==> src/rtl/hub75_bank_ctrl.sv <==
// rtl/hub75_bank_ctrl.sv - ping-pong frame-buffer bank controller for a HUB75 panel
module hub75_bank_ctrl #(
    parameter int hpixel_p       = 64,
    parameter int vpixel_p       = 64,
    parameter int bpp_p          = 8,
    parameter int frame_cnt_wd_p = 16,
    localparam int addr_width_p  = $clog2(hpixel_p * vpixel_p)
) (
    input  logic                      clk,
    input  logic                      rst,
    input  logic                      i_enable,
    input  logic                      i_frame_done,
    input  logic [addr_width_p-1:0]   i_wr_addr,
    input  logic [3*bpp_p-1:0]        i_wr_data,
    input  logic                      i_wr_en,
    output logic                      o_wr_ready,
    output logic                      o_wr_drop,
    input  logic                      i_swap_req,
    output logic                      o_swap_done,
    output logic                      o_mem_wr_en,
    output logic [addr_width_p:0]     o_mem_wr_addr,
    output logic [3*bpp_p-1:0]        o_mem_wr_data,
    input  logic [addr_width_p-1:0]   i_rd_addr,
    output logic [addr_width_p:0]     o_mem_rd_addr,
    output logic                      o_rd_bank,
    output logic [frame_cnt_wd_p-1:0] o_frame_cnt
);

    typedef enum logic [1:0] {
        SHOW = 2'd0,
        PEND = 2'd1,
        SWAP = 2'd2
    } state_t;

    state_t state;
    state_t next_state;
    logic   rd_bank;
    logic   wr_bank;
    logic   wr_accept;

    // Back bank is always the complement of the front bank.
    assign wr_bank       = ~rd_bank;
    assign o_rd_bank     = rd_bank;
    assign o_mem_rd_addr = {rd_bank, i_rd_addr};
    assign wr_accept     = i_wr_en & o_wr_ready;

    always_comb begin
        next_state = state;
        case (state)
            SHOW: begin
                if (i_swap_req) begin
                    next_state = (i_frame_done || !i_enable) ? SWAP : PEND;
                end
            end
            PEND: begin
                if (i_frame_done || !i_enable) begin
                    next_state = SWAP;
                end
            end
            SWAP:    next_state = SHOW;
            default: next_state = SHOW;
        endcase
    end

    always_ff @(posedge clk) begin
        if (rst) begin
            state         <= SHOW;
            rd_bank       <= 1'b0;
            o_wr_ready    <= 1'b1;
            o_wr_drop     <= 1'b0;
            o_swap_done   <= 1'b0;
            o_frame_cnt   <= '0;
            o_mem_wr_en   <= 1'b0;
            o_mem_wr_addr <= '0;
            o_mem_wr_data <= '0;
        end else begin
            state       <= next_state;
            // Ready follows the next state so it drops right after a request is taken.
            o_wr_ready  <= (next_state == SHOW);
            o_swap_done <= (state == SWAP);
            if (state == SWAP) begin
                rd_bank     <= ~rd_bank;
                o_frame_cnt <= o_frame_cnt + 1'b1;
            end
            o_mem_wr_en <= wr_accept;
            o_wr_drop   <= i_wr_en & ~o_wr_ready;
            if (wr_accept) begin
                o_mem_wr_addr <= {wr_bank, i_wr_addr};
                o_mem_wr_data <= i_wr_data;
            end
        end
    end

endmodule

==> config.mk <==
export PLATFORM = sky130hd
export DESIGN_NAME = hub75_bank_ctrl
export DESIGN_NICKNAME = d
export VERILOG_FILES = /design/src/rtl/hub75_bank_ctrl.sv
export SDC_FILE = /design/constraint.sdc
export NUM_CORES = 1
export LEC_CHECK = 0
export BUFFER_PORTS_ARGS = -buffer_cell sky130_fd_sc_hd__buf_2
export CORE_UTILIZATION = 44
export CTS_CLUSTER_DIAMETER = 50
export CTS_CLUSTER_SIZE = 40
export DETAILED_ROUTE_END_ITERATION = 7
export PLACE_DENSITY = 0.84
export SLEW_MARGIN = 20
export SYNTH_ARGS = -nofsm -noshare
export SYNTH_HDL_FRONTEND = slang
export SYNTH_SLANG_ARGS = --single-unit
export TNS_END_PERCENT = 100
==> constraint.sdc <==
create_clock -name clk -period 2 [get_ports clk]
set_clock_uncertainty 0.2 [all_clocks]
set_input_delay 0.4 -clock clk [delete_from_list [all_inputs] [get_ports clk]]
set_output_delay 0.4 -clock clk [all_outputs]
set_load 0.02 [all_outputs]
==> results.json, run 1 <==
{
  "outcome": "completed",
  "grt_pass1_wl_mm": 7.73,
  "leakage_nw": 1.41,
  "stdcell_count": 443,
  "power_frac_clock": 0.394,
  "min_path_type": "input port to register",
  "syn_area_sq_um": 2350,
  "dpl.hpwl_mm": 3.73,
  "intPower_mw": 1.93,
  "fin_crit_ns": 1.76,
  "synth_seq_cells": 60,
  "clk_latency_ns": 0.34,
  "design_area_sq_um": 3010,
  "cts.clk_slew.worst_paths_ns": 0.06,
  "startpoint_type": "register",
  "grt_pass1_vias": 1742,
  "io_buffer_count": 100,
  "grt_usage": 0.189,
  "synth_warnings": 0,
  "layout-area-overhead-vs-synth_pct": 28.0,
  "numCtsBuffers": 9,
  "synth_cell_types": 32,
  "start_util": 0.457,
  "powerDensity_nw_per_um2": 864,
  "vias": 2083,
  "finalWeightedCongestion": 0.787,
  "max_freq_ghz": 0.569,
  "clockBufferDepth": 2,
  "post_cts_buffers": 0,
  "drc": 0,
  "rsz0062_at_grt": "no",
  "cts_tree": "done",
  "final_net_count": 423,
  "worst-slew-pin-transition_ns": 0.490,
  "combinationalPowerShare": 0.114,
  "swShare": 0.257,
  "gr-usage-met1": 0.217,
  "use_met2": 0.306,
  "cp_data_required_time_ns": 2.02,
  "net-switching-power_uw": 667,
  "syn_nets": 336,
  "cp_cell_sequence": "nand3_2 > nor4_4 > nor3b_2 > mux2_1",
  "grt_max_degree": 40,
  "final_common_cell": "buf_2",
  "cts_root_buf": "clkbuf_8",
  "avgSynthCellArea_sq_um": 8.36,
  "cp.arrival_ns": 1.78,
  "irDropWorstVdd_mv": 0.462,
  "wl_per_cell_um": 11.7,
  "finalCritPeriodShare": 0.879,
  "htreeDepth": 3,
  "syn-instance-count": 281,
  "antenna_found_initial": 0,
  "drtIter0Drc": 109,
  "end_kind": "register",
  "drive_gt1_frac": 0.343,
  "setup_tns_ns": 0,
  "dp_slack_ns": 0.259,
  "cts_resized": 0,
  "place_area_sq_um": 2820,
  "num_antenna_cells": 0,
  "critPathMaxFanout": 7,
  "die_w_um": 75.1,
  "met3_usage": 0.0683,
  "yosysSeqAreaShare": 0.511,
  "max_stage_delay_ns": 0.42,
  "clock_sinks": 60,
  "drv_cap": 0,
  "final_cell_mix": "buf_2, nand2_1, dfxtp_1, a21oi_1, nor2_1",
  "slew_headroom": 0.673,
  "hold_viol": 0,
  "drv_slew": 0,
  "cts-hold-fix-buffers": 0,
  "wl_mm": 5.18,
  "ios": 125,
  "busiest_layer": "met2",
  "fillerInstances": 484,
  "dp.cells": 427,
  "antenna_left": 0,
  "pwr-share-seq": 0.492,
  "p_total_mw": 2.60,
  "fp-row-count": 26,
  "core_area_sq_um": 5140,
  "setup_slack_ns": 0.241,
  "die_area_sq_um": 5640,
  "crit_type": "register to register",
  "grt_remaining_overflow": 0,
  "slowest_stage": "dfxtp_1",
  "setup_viol": 0,
  "detail_route.first_pass.iterations": 4,
  "die_h_um": 75.1,
  "drt-vias-per-instance": 4.70
}
==> power by group through the flow <==
stage               logic, mW  registers, mW  clock network (mW)
floorplan               0.152           1.37                   0
global placement        0.295           1.30                   0
detailed placement      0.298           1.31                   0
CTS                     0.300           1.28                1.05
global route            0.326           1.29                1.11
finish                  0.295           1.28                1.02
==> synth_stat cells <==
| library cell | instances | area share |
|---|---|---|
| nor4_2 | 1 | 0.0053 |
| nor4_4 | 1 | 0.0091 |
| nor3b_2 | 1 | 0.0053 |
| clkbuf_1 | 9 | 0.014 |
| nor3_1 | 3 | 0.0064 |
| nand3_1 | 1 | 0.0021 |
| ha_1 | 1 | 0.0053 |
| a21oi_1 | 41 | 0.087 |
| nand2b_1 | 1 | 0.0027 |
| buf_1 | 1 | 0.0016 |
| o21ai_0 | 2 | 0.0043 |
| dfxtp_1 | 60 | 0.51 |
| nand3_2 | 2 | 0.0085 |
| or3_1 | 1 | 0.0027 |
| nor2_1 | 23 | 0.037 |
| nand4b_1 | 1 | 0.0037 |
| mux2_2 | 1 | 0.0048 |
| nor3b_1 | 2 | 0.0064 |
| buf_2 | 6 | 0.013 |
| nor2b_1 | 4 | 0.011 |
| xnor2_1 | 9 | 0.034 |
| inv_1 | 6 | 0.0096 |
| and2_1 | 2 | 0.0053 |
| xor2_1 | 1 | 0.0037 |
| nand4_1 | 2 | 0.0053 |
| nand2_1 | 78 | 0.12 |
| nand3b_4 | 1 | 0.0085 |
| buf_4 | 13 | 0.042 |
| nor4_1 | 2 | 0.0053 |
| a31o_2 | 2 | 0.0075 |
| mux2_1 | 2 | 0.0096 |
| mux2i_1 | 1 | 0.0043 |
==> through the flow <==
stage / hold WS, ns / utilization
after floorplan: 0.276 / -
after global placement: 0.238 / 0.549
after detailed placement: 0.243 / 0.549
after CTS: 0.0212 / 0.585
after global routing: 0.0310 / 0.585
final: 0.0321 / 0.585
==> metal layers <==
metal	share of wire	wire length, um
met3	0.062	323
met1	0.42	2150
met2	0.50	2580
met5	0	0
met4	0.024	123
==> state kept, by name, summed over array words and instances (netlist names) <==
register       cells
o_wr_ready         1
state              2
o_mem_wr_addr     13
o_swap_done        1
o_mem_wr_data     24
o_frame_cnt       16
o_wr_drop          1
o_rd_bank          1
o_mem_wr_en        1
==> kinds of logic after synthesis <==
kind of cell | count (synthesis) | share of synthesized area
and+or+nand+nor | 126 | 0.249
DFF | 60 | 0.511
buffers and inverters | 35 | 0.0799
adders and majority gates | 1 | 0.00532
xor gates and xnor gates | 10 | 0.0373
muxes | 4 | 0.0186
AOI/OAI and AO/OA | 45 | 0.0990
==> worst paths after layout <==
check                                                     from                              to  slack (ns)  cells past startpoint
worst max register to register     o_frame_cnt[3]$_SDFFE_PP0P_    o_frame_cnt[15]$_SDFFE_PP0P_        0.24                      4
worst min-delay path                              i_frame_done             state[0]$_SDFF_PP0_        0.03                      2
worst min register to register  o_mem_wr_data[11]$_SDFFE_PP0P_  o_mem_wr_data[11]$_SDFFE_PP0P_        0.25                      2
worst max-delay path               o_frame_cnt[3]$_SDFFE_PP0P_    o_frame_cnt[15]$_SDFFE_PP0P_        0.24                      4
==> area by class of cell <==
class,count,area (sq um),area share
clock inverter,5,52.6,0.0175
multi-input combinational,186,961,0.320
sequential,60,1200,0.400
timing repair buffer,105,551,0.183
clock buffer,11,131,0.0437
inverter,6,22.5,0.00749
tap,70,87.6,0.0291
==> critical path: cells and delay by family (launching register included) <==
kind,cells,cell delay (ns)
flops,1,0.42
mux,1,0.32
simple gates,3,0.69
(Power assumes the default switching activity.)
==> run 2: changes to the inputs <==
--- a/config.mk
+++ b/config.mk
@@ -5,7 +5,7 @@
 export SDC_FILE = /design/constraint.sdc
 export NUM_CORES = 1
 export LEC_CHECK = 0
-export BUFFER_PORTS_ARGS = -buffer_cell sky130_fd_sc_hd__buf_2
+export BUFFER_PORTS_ARGS = -buffer_cell sky130_fd_sc_hd__buf_4
 export CORE_UTILIZATION = 44
 export CTS_CLUSTER_DIAMETER = 50
 export CTS_CLUSTER_SIZE = 40
==> results.json, run 2 (synthesis results as in run 1) <==
{
  "largest-register": "o_mem_wr_data",
  "setup_viol": 0,
  "htreeDepth": 3,
  "slowest_stage": "dfxtp_1",
  "die_h_um": 75.1,
  "fp-row-count": 26,
  "cts_root_buf": "clkbuf_8",
  "antenna_left": 0,
  "slew_headroom": 0.649,
  "r2r-start": "o_frame_cnt[0]$_SDFFE_PP0P_",
  "worst-slew-pin-transition_ns": 0.523,
  "grt_pass1_wl_mm": 7.82,
  "cts_tree": "done",
  "drt-vias-per-instance": 4.73,
  "end_kind": "register",
  "intPower_mw": 1.98,
  "reg_top3": "o_mem_wr_data: 24 flops, o_frame_cnt: 16 flops, o_mem_wr_addr: 13 flops",
  "drv_slew": 0,
  "die_w_um": 75.1,
  "r2r_setup_slack_ns": 0.14,
  "clockBufferDepth": 2,
  "cts_resized": 0,
  "met2_length_mm": 2.68,
  "critPathMaxFanout": 5,
  "start_util": 0.457,
  "route.met3.wl_um": 326,
  "setup_tns_ns": 0,
  "combinationalPowerShare": 0.131,
  "cts.clk_slew.worst_paths_ns": 0.07,
  "final_common_cell": "buf_4",
  "swShare": 0.254,
  "clk_latency_ns": 0.33,
  "cp_cell_sequence": "ha_1 > nand4b_1 > nor4_1 > mux2_2",
  "power_frac_clock": 0.386,
  "clock_sinks": 60,
  "outcome": "completed",
  "antenna_found_initial": 0,
  "detail_route.first_pass.iterations": 4,
  "drive_gt1_frac": 0.340,
  "finalCritPeriodShare": 0.929,
  "ios": 125,
  "drtIter0Drc": 104,
  "cp.arrival_ns": 1.88,
  "cp_data_required_time_ns": 2.02,
  "leakage_nw": 1.44,
  "dpl.hpwl_mm": 3.79,
  "pwr-share-seq": 0.482,
  "die_area_sq_um": 5640,
  "powerDensity_nw_per_um2": 819,
  "holdWs_ns": 0.0424,
  "finalWeightedCongestion": 0.798,
  "drc": 0,
  "crit_type": "register to register",
  "min_path_type": "input port to register",
  "wl_met1_mm": 2.24,
  "numCtsBuffers": 9,
  "grt_max_degree": 40,
  "rr_endpoint": "o_frame_cnt[14]$_SDFFE_PP0P_",
  "grt_usage": 0.188,
  "r2r_cells": 4,
  "max_stage_delay_ns": 0.40,
  "io_buffer_count": 100,
  "max_freq_ghz": 0.538,
  "startpoint_type": "register",
  "final_cell_mix": "buf_4, nand2_1, dfxtp_1, a21oi_1, nor2_1",
  "hp-start": "i_frame_done",
  "post_cts_buffers": 0,
  "crit_end": "o_frame_cnt[14]$_SDFFE_PP0P_",
  "final_net_count": 421,
  "wl_mm": 5.37,
  "crit_start": "o_frame_cnt[0]$_SDFFE_PP0P_",
  "irDropWorstVdd_mv": 0.542,
  "vias": 2084,
  "highest_layer": "met4",
  "wl_per_cell_um": 12.2,
  "drv_cap": 0,
  "rsz0062_at_grt": "no",
  "core_area_sq_um": 5140,
  "cts-hold-fix-buffers": 0,
  "num_antenna_cells": 0,
  "fin_crit_ns": 1.86,
  "hold_viol": 0,
  "largest_register_ffs": 24,
  "grt_pass1_vias": 1786,
  "grt_remaining_overflow": 0,
  "net-switching-power_uw": 675,
  "layout-area-overhead-vs-synth_pct": 38.0
}
## run 2: power by group through the flow
stage                     logic, mW  registers [mW]  clock network [mW]
final                         0.349            1.28                1.03
after global routing          0.381            1.29                1.10
after CTS                     0.352            1.28                1.05
after detailed placement      0.352            1.31                   0
after global placement        0.345            1.30                   0
after floorplan               0.152            1.37                   0
## run 2: worst min path at each step
| stage | to | slack [ns] | depth (start not counted) |
|---|---|---|---|
| global route | state[0]$_SDFF_PP0_ | 0.03 | 2 |
| global placement | o_mem_wr_data[17]$_SDFFE_PP0P_ | 0.24 | 2 |
| detailed placement | o_mem_wr_data[23]$_SDFFE_PP0P_ | 0.25 | 2 |
| finish | state[0]$_SDFF_PP0_ | 0.04 | 2 |
| CTS | state[0]$_SDFF_PP0_ | 0.03 | 2 |
| floorplan | state[0]$_SDFF_PP0_ | 0.28 | 1 |
## run 2: per-stage QoR
| step | setup slack (ns) | cell area [sq um] | cells | power [mW] | utilization |
|---|---|---|---|---|---|
| detailed placement | 0.134 | 3060 | 425 | 1.66 | 0.595 |
| CTS | 0.120 | 3240 | 441 | 2.68 | 0.631 |
| finish | 0.142 | 3240 | 441 | 2.66 | 0.631 |
| floorplan | 0.157 | 2350 | 281 | 1.52 | - |
| global placement | 0.213 | 3060 | 425 | 1.65 | 0.595 |
| global route | 0.00446 | 3240 | 441 | 2.77 | 0.631 |
## run 2: layer usage
| layer | up-vias | GRT usage |
|---|---|---|
| li1 | 1063 | - |
| met4 | 0 | 0.0860 |
| met5 | - | 0 |
| met3 | 13 | 0.0723 |
| met2 | 59 | 0.313 |
| met1 | 949 | 0.213 |
## run 2: layout make-up
| class | instances | area, sq um |
|---|---|---|
| Clock inverter | 5 | 52.6 |
| Tap cell | 70 | 87.6 |
| Clock buffer | 11 | 131 |
| Multi-Input combinational cell | 186 | 961 |
| Timing Repair Buffer | 103 | 786 |
| Inverter | 6 | 22.5 |
| Fill cell | 475 | 1900 |
| Sequential cell | 60 | 1200 |
## run 2: worst max-delay path, delay by kind of cell (launching register included)
kind,cells,cell delay (ns)
fa+ha+maj,1,0.20
flops,1,0.40
mux,1,0.37
simple gates,2,0.58
==> run 3: changes to the inputs <==
--- a/config.mk
+++ b/config.mk
@@ -11,6 +11,7 @@
 export CTS_CLUSTER_SIZE = 40
 export DETAILED_ROUTE_END_ITERATION = 7
 export PLACE_DENSITY = 0.84
+export RECOVER_POWER = 50
 export SLEW_MARGIN = 20
 export SYNTH_ARGS = -nofsm -noshare
 export SYNTH_HDL_FRONTEND = slang
==> results.json, run 3 (synthesis results as in run 1) <==
{
  "final_cell_mix": "nand2_1, buf_4, dfxtp_1, a21oi_1, clkbuf_1",
  "cts_resized": 0,
  "finalCritPeriodShare": 0.929,
  "rr_endpoint": "o_frame_cnt[14]$_SDFFE_PP0P_",
  "wl_per_cell_um": 12.2,
  "multi_input_area_sq_um": 961,
  "worst-slew-pin-transition_ns": 0.694,
  "drtIter0Drc": 100,
  "seqCellArea_sq_um": 1200,
  "drv_slew": 0,
  "clock_sinks": 60,
  "p_total_mw": 2.62,
  "core_area_sq_um": 5140,
  "reg_top3": "o_mem_wr_data: 24 flops, o_frame_cnt: 16 flops, o_mem_wr_addr: 13 flops",
  "critPathBufInv": 0,
  "setup_viol": 0,
  "fp-row-count": 26,
  "antenna_left": 0,
  "grt_max_degree": 40,
  "wl_mm": 5.37,
  "irDropWorstVdd_mv": 0.545,
  "critPathTopFamily": "simple AND/OR/NAND/NOR gates",
  "cts_tree": "done",
  "die_h_um": 75.1,
  "fillerInstances": 516,
  "cp_cell_sequence": "ha_1 > nand4b_1 > nor4_1 > mux2_2",
  "max_freq_ghz": 0.538,
  "vias": 2072,
  "stdcell_count": 441,
  "start_util": 0.457,
  "r2r-start": "o_frame_cnt[0]$_SDFFE_PP0P_",
  "die_w_um": 75.1,
  "dp.cells": 425,
  "critPathMaxFanout": 5,
  "drt-vias-per-instance": 4.70,
  "drc": 0,
  "grt_usage": 0.188,
  "grt_pass1_wl_mm": 7.82,
  "hold_end": "state[0]$_SDFF_PP0_",
  "cp.arrival_ns": 1.88,
  "min_path_cells": 2,
  "ios": 125,
  "outcome": "completed",
  "finalWeightedCongestion": 0.798,
  "largest-register": "o_mem_wr_data",
  "dpl.hpwl_mm": 3.79,
  "rsz0062_at_grt": "no",
  "slew_headroom": 0.537,
  "clockBufferDepth": 2,
  "final_common_cell": "nand2_1",
  "post_cts_buffers": 0,
  "cts.clk_slew.worst_paths_ns": 0.07,
  "cts-hold-fix-buffers": 0,
  "cp_data_required_time_ns": 2.02,
  "hold_viol": 0,
  "min_path_type": "input port to register",
  "num_antenna_cells": 0,
  "post-route-util": 0.605,
  "layout-area-overhead-vs-synth_pct": 32.4,
  "powerDensity_nw_per_um2": 843,
  "crit_type": "register to register",
  "end_kind": "register",
  "grt_pass1_vias": 1786,
  "die_area_sq_um": 5640,
  "drv_cap": 0,
  "slowest_stage": "dfxtp_1",
  "setup_tns_ns": 0,
  "startpoint_type": "register",
  "drive_gt1_frac": 0.251,
  "leakage_nw": 1.31,
  "r2r_cells": 4,
  "clk_latency_ns": 0.33,
  "numCtsBuffers": 9,
  "grt_remaining_overflow": 0,
  "antenna_found_initial": 0,
  "max_stage_delay_ns": 0.40,
  "fin_crit_ns": 1.86,
  "hp-start": "i_frame_done",
  "io_buffer_count": 100,
  "htreeDepth": 3,
  "largest_register_ffs": 24,
  "cts_root_buf": "clkbuf_8",
  "final_net_count": 421,
  "r2r_setup_slack_ns": 0.14,
  "detail_route.first_pass.iterations": 4
}
## run 3: cell type report
type,count,area share
Tap cell,70,0.0282
Clock inverter,5,0.0169
Multi-Input combinational cell,186,0.309
Inverter,6,0.00724
Clock buffer,11,0.0422
Sequential cell,60,0.386
Timing Repair Buffer,103,0.210
## run 3: routing by layer
metal / part of all wire / track usage
met1: 0.42 / 0.213
met2: 0.50 / 0.313
met3: 0.064 / 0.0723
met4: 0.022 / 0.0860
met5: 0 / 0
## run 3: worst max-delay path by stage
stage                                 from                            to  slack, ns  depth (start not counted)
6_report       o_frame_cnt[0]$_SDFFE_PP0P_  o_frame_cnt[14]$_SDFFE_PP0P_       0.14                          4
5_1_grt        o_frame_cnt[0]$_SDFFE_PP0P_  o_frame_cnt[12]$_SDFFE_PP0P_      0.004                          5
4_1_cts        o_frame_cnt[0]$_SDFFE_PP0P_  o_frame_cnt[12]$_SDFFE_PP0P_       0.12                          5
3_5_place_dp   o_frame_cnt[0]$_SDFFE_PP0P_  o_frame_cnt[12]$_SDFFE_PP0P_       0.13                          5
3_3_place_gp   o_frame_cnt[0]$_SDFFE_PP0P_  o_frame_cnt[12]$_SDFFE_PP0P_       0.21                          5
2_1_floorplan  o_frame_cnt[0]$_SDFFE_PP0P_  o_frame_cnt[14]$_SDFFE_PP0P_       0.16                          4
## run 3: per-stage QoR
stage / hold WS [ns] / cell area [sq um] / worst slack [ns]
CTS: 0.0285 / 3240 / 0.120
detailed placement: 0.247 / 3060 / 0.134
global placement: 0.242 / 3060 / 0.213
finish: 0.0411 / 3110 / 0.142
global route: 0.0322 / 3110 / 0.00447
floorplan: 0.276 / 2350 / 0.157
## run 3: power breakdown
part	total (mW)	internal [mW]	switching, mW
clock	1.03	0.570	0.457
combinational	0.316	0.129	0.187
sequential	1.28	1.25	0.0304
total	2.62	1.95	0.674
